**config.mk**
```make
export PLATFORM = sky130hd
export DESIGN_NAME = dig_cor_mc
export DESIGN_NICKNAME = d
export VERILOG_FILES = /design/src/rtl/dig_cor_mc_pkg.sv /design/src/rtl/dig_cor_mc_dp.sv /design/src/rtl/dig_cor_mc.sv
export SDC_FILE = /design/constraint.sdc
export NUM_CORES = 1
export LEC_CHECK = 0
export CORE_UTILIZATION = 60
export CTS_CLUSTER_SIZE = 30
export DETAILED_ROUTE_END_ITERATION = 8
export PLACE_DENSITY = 0.78
export SYNTH_ARGS = -nofsm -noshare
export SYNTH_HDL_FRONTEND = slang
export SYNTH_SLANG_ARGS = --single-unit
export TNS_END_PERCENT = 30
```
**constraint.sdc**
```tcl
create_clock -name clk -period 14.2 [get_ports clk]
set_clock_uncertainty 0.15 [all_clocks]
set_input_delay 2.84 -clock clk [delete_from_list [all_inputs] [get_ports clk]]
set_output_delay 2.84 -clock clk [all_outputs]
set_load 0.02 [all_outputs]
```
**src/rtl/dig_cor_mc_pkg.sv**
```systemverilog
// dig_cor_mc_pkg: state encoding, coefficient slots and saturation helpers
// shared by the multi-channel correction core and its datapath.
package dig_cor_mc_pkg;

    typedef enum logic [2:0] {
        INIT_RD,
        INIT_CAP,
        IDLE,
        ERR,
        INTEG,
        DERIV,
        MAC,
        OUT
    } state_t;

    localparam int COEF_XSET = 0;
    localparam int COEF_P    = 1;
    localparam int COEF_I    = 2;
    localparam int COEF_D    = 3;

    // Signed saturation of x into a w-bit two's complement range.
    function automatic longint sat_s(input longint x, input int w);
        longint hi;
        longint lo;
        hi = (longint'(1) <<< (w - 1)) - 1;
        lo = -hi - 1;
        if (x > hi)
            sat_s = hi;
        else if (x < lo)
            sat_s = lo;
        else
            sat_s = x;
    endfunction

    // Clamp x into the unsigned range 0 .. 2^w-1.
    function automatic longint clamp_u(input longint x, input int w);
        longint hi;
        hi = (longint'(1) <<< w) - 1;
        if (x < 0)
            clamp_u = 0;
        else if (x > hi)
            clamp_u = hi;
        else
            clamp_u = x;
    endfunction

endpackage

```
**src/rtl/dig_cor_mc_dp.sv**
```systemverilog
// dig_cor_mc_dp: error/derivative saturation, integrator step, MAC and duty clamp.
// The derivative path exists only when DIG_COR_MC_DTERM_EN is defined.
module dig_cor_mc_dp
    import dig_cor_mc_pkg::*;
#(
    parameter int DW   = 14,
    parameter int GW   = 8,
    parameter int IW   = 18,
    parameter int FRAC = 6
)(
    input  logic                 clk,
    input  logic                 rst,
    input  logic                 i_acc_en,
    input  logic signed [DW-1:0] i_xset,
    input  logic signed [DW-1:0] i_xmeas,
    input  logic signed [DW-1:0] i_err,
    input  logic signed [IW-1:0] i_sum,
    input  logic signed [GW-1:0] i_kp,
    input  logic signed [GW-1:0] i_ki,
`ifdef DIG_COR_MC_DTERM_EN
    input  logic signed [DW-1:0] i_pre,
    input  logic signed [DW-1:0] i_d,
    input  logic signed [GW-1:0] i_kd,
    output logic signed [DW-1:0] o_d,
`endif
    output logic signed [DW-1:0] o_err,
    output logic signed [IW-1:0] o_sum_nx,
    output logic        [DW-1:0] o_duty
);

    localparam int ACW = IW + GW + 2;

    logic signed [ACW-1:0] r_acc;
    logic signed [ACW-1:0] w_mac;
    logic signed [ACW-1:0] w_shr;

    // Saturated arithmetic feeding the per-state registers in the top.
    always_comb begin
        o_err    = DW'(sat_s(longint'(i_xset) - longint'(i_xmeas), DW));
        o_sum_nx = IW'(sat_s(longint'(i_sum) + longint'(i_err), IW));
`ifdef DIG_COR_MC_DTERM_EN
        o_d      = DW'(sat_s(longint'(i_err) - longint'(i_pre), DW));
        w_mac    = ACW'(i_kp) * ACW'(i_err)
                 + ACW'(i_ki) * ACW'(i_sum)
                 + ACW'(i_kd) * ACW'(i_d);
`else
        w_mac    = ACW'(i_kp) * ACW'(i_err)
                 + ACW'(i_ki) * ACW'(i_sum);
`endif
        w_shr    = r_acc >>> FRAC;
        o_duty   = DW'(clamp_u(longint'(w_shr), DW));
    end

    // Accumulator is wide enough that the three products never overflow.
    always_ff @(posedge clk or posedge rst) begin
        if (rst)
            r_acc <= '0;
        else if (i_acc_en)
            r_acc <= w_mac;
    end

endmodule

```
**src/rtl/dig_cor_mc.sv**
```systemverilog
// dig_cor_mc: time-multiplexed PID core for NCH channels with EEPROM-loaded
// coefficients. DIG_COR_MC_DTERM_EN enables the derivative term.
module dig_cor_mc
    import dig_cor_mc_pkg::*;
#(
    parameter int NCH  = 4,
    parameter int DW   = 14,
    parameter int GW   = 8,
    parameter int IW   = 18,
    parameter int FRAC = 6
)(
    input  logic                     clk,
    input  logic                     rst,
    input  logic                     frm_rdy,
    input  logic [$clog2(NCH):0]     ch_sel,
    input  logic [DW-1:0]            Xmeas,
    input  logic                     accel_vld,
    output logic                     clr_rdy,
    output logic                     eep_cs_n,
    output logic                     eep_r_w_n,
    output logic [$clog2(NCH)+1:0]   eep_addr,
    input  logic [DW-1:0]            eep_rd_data,
    output logic [DW-1:0]            dst,
    output logic [$clog2(NCH)-1:0]   dst_ch,
    output logic                     wrt_duty,
    output logic                     busy
);

    localparam int CW = $clog2(NCH);
    localparam int AW = CW + 2;

    state_t r_state;
    state_t w_nxt;

    logic        [AW-1:0] r_k;
    logic        [CW-1:0] r_ch;
    logic signed [DW-1:0] r_xm;
    logic signed [DW-1:0] r_err;
    logic signed [DW-1:0] r_xset [NCH];
    logic signed [GW-1:0] r_kp   [NCH];
    logic signed [GW-1:0] r_ki   [NCH];
    logic signed [IW-1:0] r_sum  [NCH];
`ifdef DIG_COR_MC_DTERM_EN
    logic signed [GW-1:0] r_kd   [NCH];
    logic signed [DW-1:0] r_pre  [NCH];
    logic signed [DW-1:0] r_d;
    logic signed [DW-1:0] w_d;
`endif

    logic                 r_clr;
    logic                 r_wrt;
    logic        [DW-1:0] r_dst;
    logic        [CW-1:0] r_dst_ch;

    logic signed [DW-1:0] w_err;
    logic signed [IW-1:0] w_sum_nx;
    logic        [DW-1:0] w_duty;
    logic                 w_take;
    logic                 w_ch_ok;

    // The ack pulse blocks a second take of a frame still held by the source.
    assign w_take  = (r_state == IDLE) && frm_rdy && !r_clr;
    assign w_ch_ok = !ch_sel[CW];

    assign clr_rdy   = r_clr;
    assign wrt_duty  = r_wrt;
    assign dst       = r_dst;
    assign dst_ch    = r_dst_ch;
    assign eep_r_w_n = 1'b1;
    assign eep_addr  = r_k;
    assign eep_cs_n  = rst || (r_state != INIT_RD);
    assign busy      = (r_state != IDLE);

    // State register.
    always_ff @(posedge clk or posedge rst) begin
        if (rst)
            r_state <= INIT_RD;
        else
            r_state <= w_nxt;
    end

    // Next-state decode.
    always_comb begin
        w_nxt = r_state;
        unique case (r_state)
            INIT_RD:  w_nxt = INIT_CAP;
            INIT_CAP: w_nxt = (r_k == AW'(4 * NCH - 1)) ? IDLE : INIT_RD;
            IDLE:     w_nxt = (w_take && w_ch_ok) ? ERR : IDLE;
            ERR:      w_nxt = INTEG;
`ifdef DIG_COR_MC_DTERM_EN
            INTEG:    w_nxt = DERIV;
`else
            INTEG:    w_nxt = MAC;
`endif
            DERIV:    w_nxt = MAC;
            MAC:      w_nxt = OUT;
            OUT:      w_nxt = IDLE;
        endcase
    end

    // Coefficient file load: word address = channel*4 + coefficient slot.
    always_ff @(posedge clk or posedge rst) begin
        if (rst) begin
            r_k <= '0;
            for (int i = 0; i < NCH; i++) begin
                r_xset[i] <= '0;
                r_kp[i]   <= '0;
                r_ki[i]   <= '0;
`ifdef DIG_COR_MC_DTERM_EN
                r_kd[i]   <= '0;
`endif
            end
        end else if (r_state == INIT_CAP) begin
            r_k <= r_k + 1'b1;
            unique case (r_k[1:0])
                2'(COEF_XSET): r_xset[r_k[AW-1:2]] <= eep_rd_data;
                2'(COEF_P):    r_kp[r_k[AW-1:2]]   <= eep_rd_data[GW-1:0];
                2'(COEF_I):    r_ki[r_k[AW-1:2]]   <= eep_rd_data[GW-1:0];
                2'(COEF_D): begin
`ifdef DIG_COR_MC_DTERM_EN
                    r_kd[r_k[AW-1:2]] <= eep_rd_data[GW-1:0];
`endif
                end
            endcase
        end
    end

    // Frame capture and per-channel integrator / previous-error state.
    always_ff @(posedge clk or posedge rst) begin
        if (rst) begin
            r_clr <= 1'b0;
            r_ch  <= '0;
            r_xm  <= '0;
            r_err <= '0;
            for (int i = 0; i < NCH; i++) begin
                r_sum[i] <= '0;
`ifdef DIG_COR_MC_DTERM_EN
                r_pre[i] <= '0;
`endif
            end
`ifdef DIG_COR_MC_DTERM_EN
            r_d   <= '0;
`endif
        end else begin
            r_clr <= w_take;
            if (w_take && w_ch_ok) begin
                r_ch <= ch_sel[CW-1:0];
                r_xm <= Xmeas;
            end
            if (r_state == ERR)
                r_err <= w_err;
            if (r_state == INTEG && accel_vld)
                r_sum[r_ch] <= w_sum_nx;
`ifdef DIG_COR_MC_DTERM_EN
            if (r_state == DERIV) begin
                r_d         <= w_d;
                r_pre[r_ch] <= r_err;
            end
`endif
        end
    end

    // Duty word and its channel hold until the next OUT.
    always_ff @(posedge clk or posedge rst) begin
        if (rst) begin
            r_wrt    <= 1'b0;
            r_dst    <= '0;
            r_dst_ch <= '0;
        end else begin
            r_wrt <= (r_state == OUT);
            if (r_state == OUT) begin
                r_dst    <= w_duty;
                r_dst_ch <= r_ch;
            end
        end
    end

    dig_cor_mc_dp #(
        .DW   (DW),
        .GW   (GW),
        .IW   (IW),
        .FRAC (FRAC)
    ) u_dp (
        .clk      (clk),
        .rst      (rst),
        .i_acc_en (r_state == MAC),
        .i_xset   (r_xset[r_ch]),
        .i_xmeas  (r_xm),
        .i_err    (r_err),
        .i_sum    (r_sum[r_ch]),
        .i_kp     (r_kp[r_ch]),
        .i_ki     (r_ki[r_ch]),
`ifdef DIG_COR_MC_DTERM_EN
        .i_pre    (r_pre[r_ch]),
        .i_d      (r_d),
        .i_kd     (r_kd[r_ch]),
        .o_d      (w_d),
`endif
        .o_err    (w_err),
        .o_sum_nx (w_sum_nx),
        .o_duty   (w_duty)
    );

endmodule

```
==> results of run 1 <==
==> worst max-delay path, cell delays in order, from the launching register on <==
cell and delay (ps):
dfrtp_4 640, buf_4 690, mux4_1 960, and2_1 270
ha_1 290, fa_1 510, inv_1 50, fa_1 470
fa_1 550, inv_1 40, ha_1 360, o21ai_0 340
nor2_1 100, o21a_1 180, nor2_1 210, nor2b_1 70
o21ai_0 140, nor2b_1 200, xnor2_1 200, ha_1 330
o21ai_0 240, o21a_1 210, a21oi_4 90, a311o_1 400
a31o_1 260, a21o_1 180, mux2i_1 140, o311ai_1 110
==> cell usage in the layout, fill, tap and decap left out, types with 5 or more instances in the layout <==
cell	Yosys	routed
clkbuf_16	0	29
mux2i_1	6	6
mux2_2	172	172
o21bai_1	12	12
o31ai_1	21	21
mux4_2	45	45
fa_1	208	208
inv_1	334	333
nand4_1	8	8
maj3_1	15	15
nand2b_1	10	10
clkinv_2	0	5
a22o_1	10	10
a31oi_1	7	7
o21a_1	17	17
nor2_1	89	88
and2_1	179	179
buf_4	1	12
nor2b_1	21	21
a211oi_1	8	8
ha_1	151	151
dfrtp_1	269	267
a21oi_1	63	63
xor2_1	28	28
clkbuf_1	65	5
o211ai_1	5	5
nor3_1	17	17
clkbuf_8	0	6
a21o_1	31	31
xnor2_1	66	66
clkdlybuf4s50_1	0	58
o21ai_0	92	91
nand3_1	15	15
nand2_1	178	178
or2_2	10	10
==> through the flow <==
| step | cells | setup slack (ps) | hold slack [ps] | cell area (um^2) | utilization |
|---|---|---|---|---|---|
| floorplan | 2226 | 3800 | 293 | 23100 | - |
| global placement | 2730 | 5900 | 306 | 24100 | 0.638 |
| detailed placement | 2730 | 5690 | 316 | 24100 | 0.638 |
| CTS | 2782 | 5670 | 327 | 25000 | 0.662 |
| global route | 2782 | 5110 | 340 | 25000 | 0.662 |
| finish | 2783 | 5660 | 321 | 25000 | 0.662 |
==> final cells by class <==
cell class	count	area, um^2	area share
Clock inverter	12	93.8	0.00375
Sequential cell	269	6740	0.269
Tap cell	511	639	0.0256
Multi-Input combinational cell	1546	14800	0.591
Clock buffer	40	827	0.0331
Antenna cell	1	2.50	0.000100
Inverter	334	1260	0.0504
Timing Repair Buffer	70	671	0.0268
==> state kept, by name (all words and copies together), names as in the netlist, 3 cells and up <==
name / cells
r_state: 3
r_sum: 72
r_ki: 32
dst: 14
r_err: 14
u_dp.r_acc: 22
eep_addr: 4
r_xset: 56
r_kp: 32
r_xm: 14
==> cell families (layout without fill, tap and decap cells) <==
logic type / Yosys count / after routing / share of synthesized area
AO/OA/AOI/OAI: 298 / 298 / 0.0828
adder cells (fa/ha/maj): 374 / 374 / 0.269
AND/OR/NAND/NOR: 555 / 555 / 0.121
multiplexers: 224 / 224 / 0.132
buffers and inverters: 411 / 456 / 0.0675
flip-flops: 269 / 269 / 0.292
XOR/XNOR: 94 / 94 / 0.0357
other: 1 / 2 / 0.000163
==> metal layers <==
| layer | part of all wire | wire length, um | vias to the layer above |
|---|---|---|---|
| li1 | - | - | 7363 |
| met1 | 0.44 | 22800 | 7954 |
| met2 | 0.48 | 25100 | 445 |
| met3 | 0.047 | 2430 | 104 |
| met4 | 0.029 | 1520 | 0 |
| met5 | 0 | 0 | - |
==> worst paths after layout <==
check                                 end  slack (ps)  depth (start not counted)
max                        u_dp.r_acc[25]        5660                         27
min                               dst[12]         320                          2
max reg2reg                u_dp.r_acc[25]        5660                         27
min reg2reg                       dst[12]         320                          2
max in group asynchronous       r_sum[51]        8800                          4
min in group asynchronous      r_xset[14]        2730                          2
==> flow_metrics.env, run 1 <==
export IMPL_status="completed"
export IMPL_seq_area_frac_synth=0.292
export IMPL_syn_inst=2226
export IMPL_routed_via_density=5.70
export IMPL_worst_r2r_startpoint="r_ch[0]"
export IMPL_cts_buffers=29
export IMPL_met2_usage=0.463
export IMPL_crit_required_ps=14500
export IMPL_wirelength_mm=51.9
export IMPL_clock_tree_root_cell="clkbuf_16"
export IMPL_grt_usage=0.277
export IMPL_drv_cap=0
export IMPL_cts_tree="done"
export IMPL_yosysTopAreaCell="dfrtp_1"
export IMPL_relSlewSlack=0.153
export IMPL_synthTopCellsByCount="334 x inv_1, 269 x dfrtp_1, 208 x fa_1"
export IMPL_use_met1=0.378
export IMPL_grt_max_degree=127
export IMPL_worstSkewPairLatency_ps=580
export IMPL_die_h_um=198
export IMPL_grt_util_met3=0.0351
export IMPL_die_x_um=198
export IMPL_max_freq_mhz=117
export IMPL_fin_tns_setup_ps=0
export IMPL_slew_viol_final=0
export IMPL_grt_first_pass_wirelength_mm=86.0
export IMPL_clkTransAtPathRegs_ps=70
export IMPL_synth_top_cell_area_share=0.292
export IMPL_synth_distinct_cells=69
export IMPL_synth_warnings=0
export IMPL_cts_htree_levels=1
export IMPL_ctsResizeCount=0
export IMPL_ioPinCount=60
export IMPL_cp_end_kind="flip-flop"
export IMPL_synth_nets=2620
export IMPL_numPortBuffers=58
export IMPL_clock_sinks=269
export IMPL_hold_viol_final=0
export IMPL_routabilityCongestion=0.902
export IMPL_grt_pass1_vias=16800
export IMPL_fin_nets=2644
export IMPL_grt_busiest_layer="met2"
export IMPL_antenna_found_initial=0
export IMPL_hold_buffers=0
export IMPL_timing_final_crit_share=0.601
export IMPL_criticalPathCategory="reg2reg"
export IMPL_yosys_cell_count_top_type="inv_1"
export IMPL_dpl_hpwl_mm=38.6
export IMPL_syn_to_final_growth_pct=8.47
export IMPL_start_util=0.611
export IMPL_drt_drc_violations_left=0
export IMPL_crit_fanout=40
export IMPL_final_setup_viol_count=0
export IMPL_layout_drive_gt1_share=0.132
export IMPL_core_um2=37800
export IMPL_rows=71
export IMPL_clockBufferDepth=3
export IMPL_fillCellCount=2831
export IMPL_tightest_slew_ps=1270
export IMPL_wl_per_cell_um=18.6
export IMPL_min_path_type="reg2reg"
export IMPL_vias=15900
export IMPL_synth_ff_type="dfrtp_1"
export IMPL_first_pass_iters=5
export IMPL_grt_setup_unrepaired="false"
export IMPL_critPathLaunchType="flip-flop"
export IMPL_synthTopCellsByArea="dfrtp_1 29%, fa_1 18%, mux2_2 8.4%"
export IMPL_cp_arrival_ps=8840
export IMPL_period_needed_ps=8540
export IMPL_crit_start="r_ch[0]"
export IMPL_overflow=0
export IMPL_cts_setup_buffers=0
export IMPL_ys_ff_latch=269
export IMPL_postSynthAreaPerCell_um2=10.4
export IMPL_min_from="dst[12]"
export IMPL_netlist_area_um2=23100
export IMPL_drt_iter0_markers=1008
export IMPL_die_area_um2=39200
export IMPL_async_flop_share=1.00
export IMPL_synth_enable_flop_cells=0
export IMPL_ant_nets=0
Power of run 1 is left out: the tool's default activity adds up to more than one toggle a clock period on the data nets, which glitch-free logic cannot reach.
==> inputs of run 2 (changes only) <==
--- a/config.mk
+++ b/config.mk
@@ -5,7 +5,7 @@
 export SDC_FILE = /design/constraint.sdc
 export NUM_CORES = 1
 export LEC_CHECK = 0
-export CORE_UTILIZATION = 60
+export CORE_UTILIZATION = 58
 export CTS_CLUSTER_SIZE = 30
 export DETAILED_ROUTE_END_ITERATION = 8
 export PLACE_DENSITY = 0.78
==> constraint.sdc (replaced) <==
create_clock -name clk -period 7.6 [get_ports clk]
set_clock_uncertainty 0.15 [all_clocks]
set_input_delay 1.52 -clock clk [delete_from_list [all_inputs] [get_ports clk]]
set_output_delay 1.52 -clock clk [all_outputs]
set_load 0.02 [all_outputs]
==> run 2 against run 1 <==
Non-clock buffer count grew 110. Utilization is 1.5 points higher. First-iteration DRC count is 13% higher. Worst setup slack worse by 5400 ps. Register-to-register slack lost 5400 ps. Worst hold slack improved by 9.4 ps. Via count rose by 5.4%. Critical path type unchanged. Highest routed layer unchanged.
==> flow_metrics.env, run 2 (synthesized netlist as in run 1, its figures left out) <==
export IMPL_largest_reg_flops=72
export IMPL_antenna_found_initial=1
export IMPL_placed_area_um2=24700
export IMPL_finalNonFillerCells=2904
export IMPL_timing_final_crit_share=0.967
export IMPL_cp_slowest_cell="fa_1"
export IMPL_core_um2=38900
export IMPL_wl_per_cell_um=19.3
export IMPL_crit_fanout=5
export IMPL_relSlewSlack=0.233
export IMPL_max_stage_delay_ps=570
export IMPL_vias=16700
export IMPL_crit_required_ps=7860
export IMPL_cp_arrival_ps=7620
export IMPL_cts_htree_levels=1
export IMPL_overflow=0
export IMPL_place_ws_ps=-103
export IMPL_drt_iter0_markers=1138
export IMPL_hold_viol_final=0
export IMPL_wirelength_mm=56.0
export IMPL_rows=72
export IMPL_reg_top3="r_sum x72, r_xset x56"
export IMPL_top_register="r_sum"
export IMPL_clkTransAtPathRegs_ps=60
export IMPL_grt_usage=0.272
export IMPL_fin_ws_ps=248
export IMPL_layout_drive_gt1_share=0.190
export IMPL_dpl_hpwl_mm=40.2
export IMPL_status="completed"
export IMPL_clockBufferDepth=3
export IMPL_placed_cells=2813
export IMPL_routed_via_density=5.76
export IMPL_drt_drc_violations_left=0
export IMPL_die_h_um=201
export IMPL_cp_end_kind="flip-flop"
export IMPL_clock_tree_root_cell="clkbuf_16"
export IMPL_clock_sinks=269
export IMPL_tightest_slew_ps=1150
export IMPL_layout_common_cells="332 x inv_1, 267 x dfrtp_1, 205 x fa_1"
export IMPL_critPathLaunchType="flip-flop"
export IMPL_cts_tree="done"
export IMPL_fin_nets=2759
export IMPL_ioPinCount=60
export IMPL_syn_to_final_growth_pct=14.4
export IMPL_cts_buffers=28
export IMPL_period_needed_ps=7350
export IMPL_numPortBuffers=58
export IMPL_final_setup_viol_count=0
export IMPL_worstSkewPairLatency_ps=590
export IMPL_drv_cap=0
export IMPL_fillCellCount=2851
export IMPL_grt_pass1_vias=17200
export IMPL_crit_path_frequent_cell="buf_4"
export IMPL_criticalPathCategory="reg2reg"
export IMPL_max_freq_mhz=136
export IMPL_grt_first_pass_wirelength_mm=88.5
export IMPL_grt_setup_unrepaired="true"
export IMPL_die_x_um=201
export IMPL_layout_commonest_cell="inv_1"
export IMPL_first_pass_iters=5
export IMPL_slew_viol_final=0
export IMPL_die_area_um2=40600
export IMPL_start_util=0.592
export IMPL_ant_nets=0
export IMPL_min_path_type="reg2reg"
export IMPL_grt_max_degree=149
export IMPL_design_area_um2=26400
export IMPL_routabilityCongestion=0.889
==> run 2: metal layers <==
layer / GRT usage / part of all wire
met1: 0.363 / 0.41
met3: 0.0348 / 0.065
met5: 0 / 0
met4: 0.0860 / 0.040
met2: 0.462 / 0.48
==> run 2: stage by stage <==
step / TNS [ps] / util / hold slack, ps
4_1_cts: 0 / 0.662 / 330
6_report: 0 / 0.678 / 330
5_1_grt: -141 / 0.678 / 349
2_1_floorplan: -3220 / - / 293
3_3_place_gp: 0 / 0.635 / 306
3_5_place_dp: -114 / 0.635 / 317
==> run 2: layout make-up <==
type	count	area (um^2)	share of cell area
inverter	334	1260	0.0477
tap	518	648	0.0246
antenna	2	5.00	0.000190
multi-input combinational	1552	15200	0.575
clock inverter	10	130	0.00493
sequential	269	6740	0.255
timing repair buffer	180	1650	0.0624
clock buffer	39	782	0.0296
==> run 2: worst max-delay path, delay by kind of cell, from the launching register on <==
kind	cells	cell delay, ps
multiplexers	2	610
AO/OA/AOI/OAI	9	1640
adder cells (fa/ha/maj)	6	2750
XOR/XNOR	1	160
AND/OR/NAND/NOR	5	550
flip-flops	1	510
buffers and inverters	7	820
==> run 2: repair_timing <==
action / CTS / global route
hold buffers: 0 / 0
pin swaps: 6 / 26
cloned: 2 / 7
gates resized for setup: 9 / 58
hold endpoints to repair: 0 / 0
endpoints found under the setup margin: 5 / 10
setup buffers: 7 / 24
==> run 2: worst paths after layout <==
kind / start / end / slack, ps / depth (start not counted)
max in group asynchronous: rst / r_sum[53] / 4480 / 3
min in group asynchronous: rst / r_ki[1] / 1390 / 2
min: dst[13] / dst[13] / 330 / 2
min reg2reg: dst[13] / dst[13] / 330 / 2
max: r_ch[0] / u_dp.r_acc[25] / 250 / 30
max reg2reg: r_ch[0] / u_dp.r_acc[25] / 250 / 30
Power of run 2 is left out for the same reason.
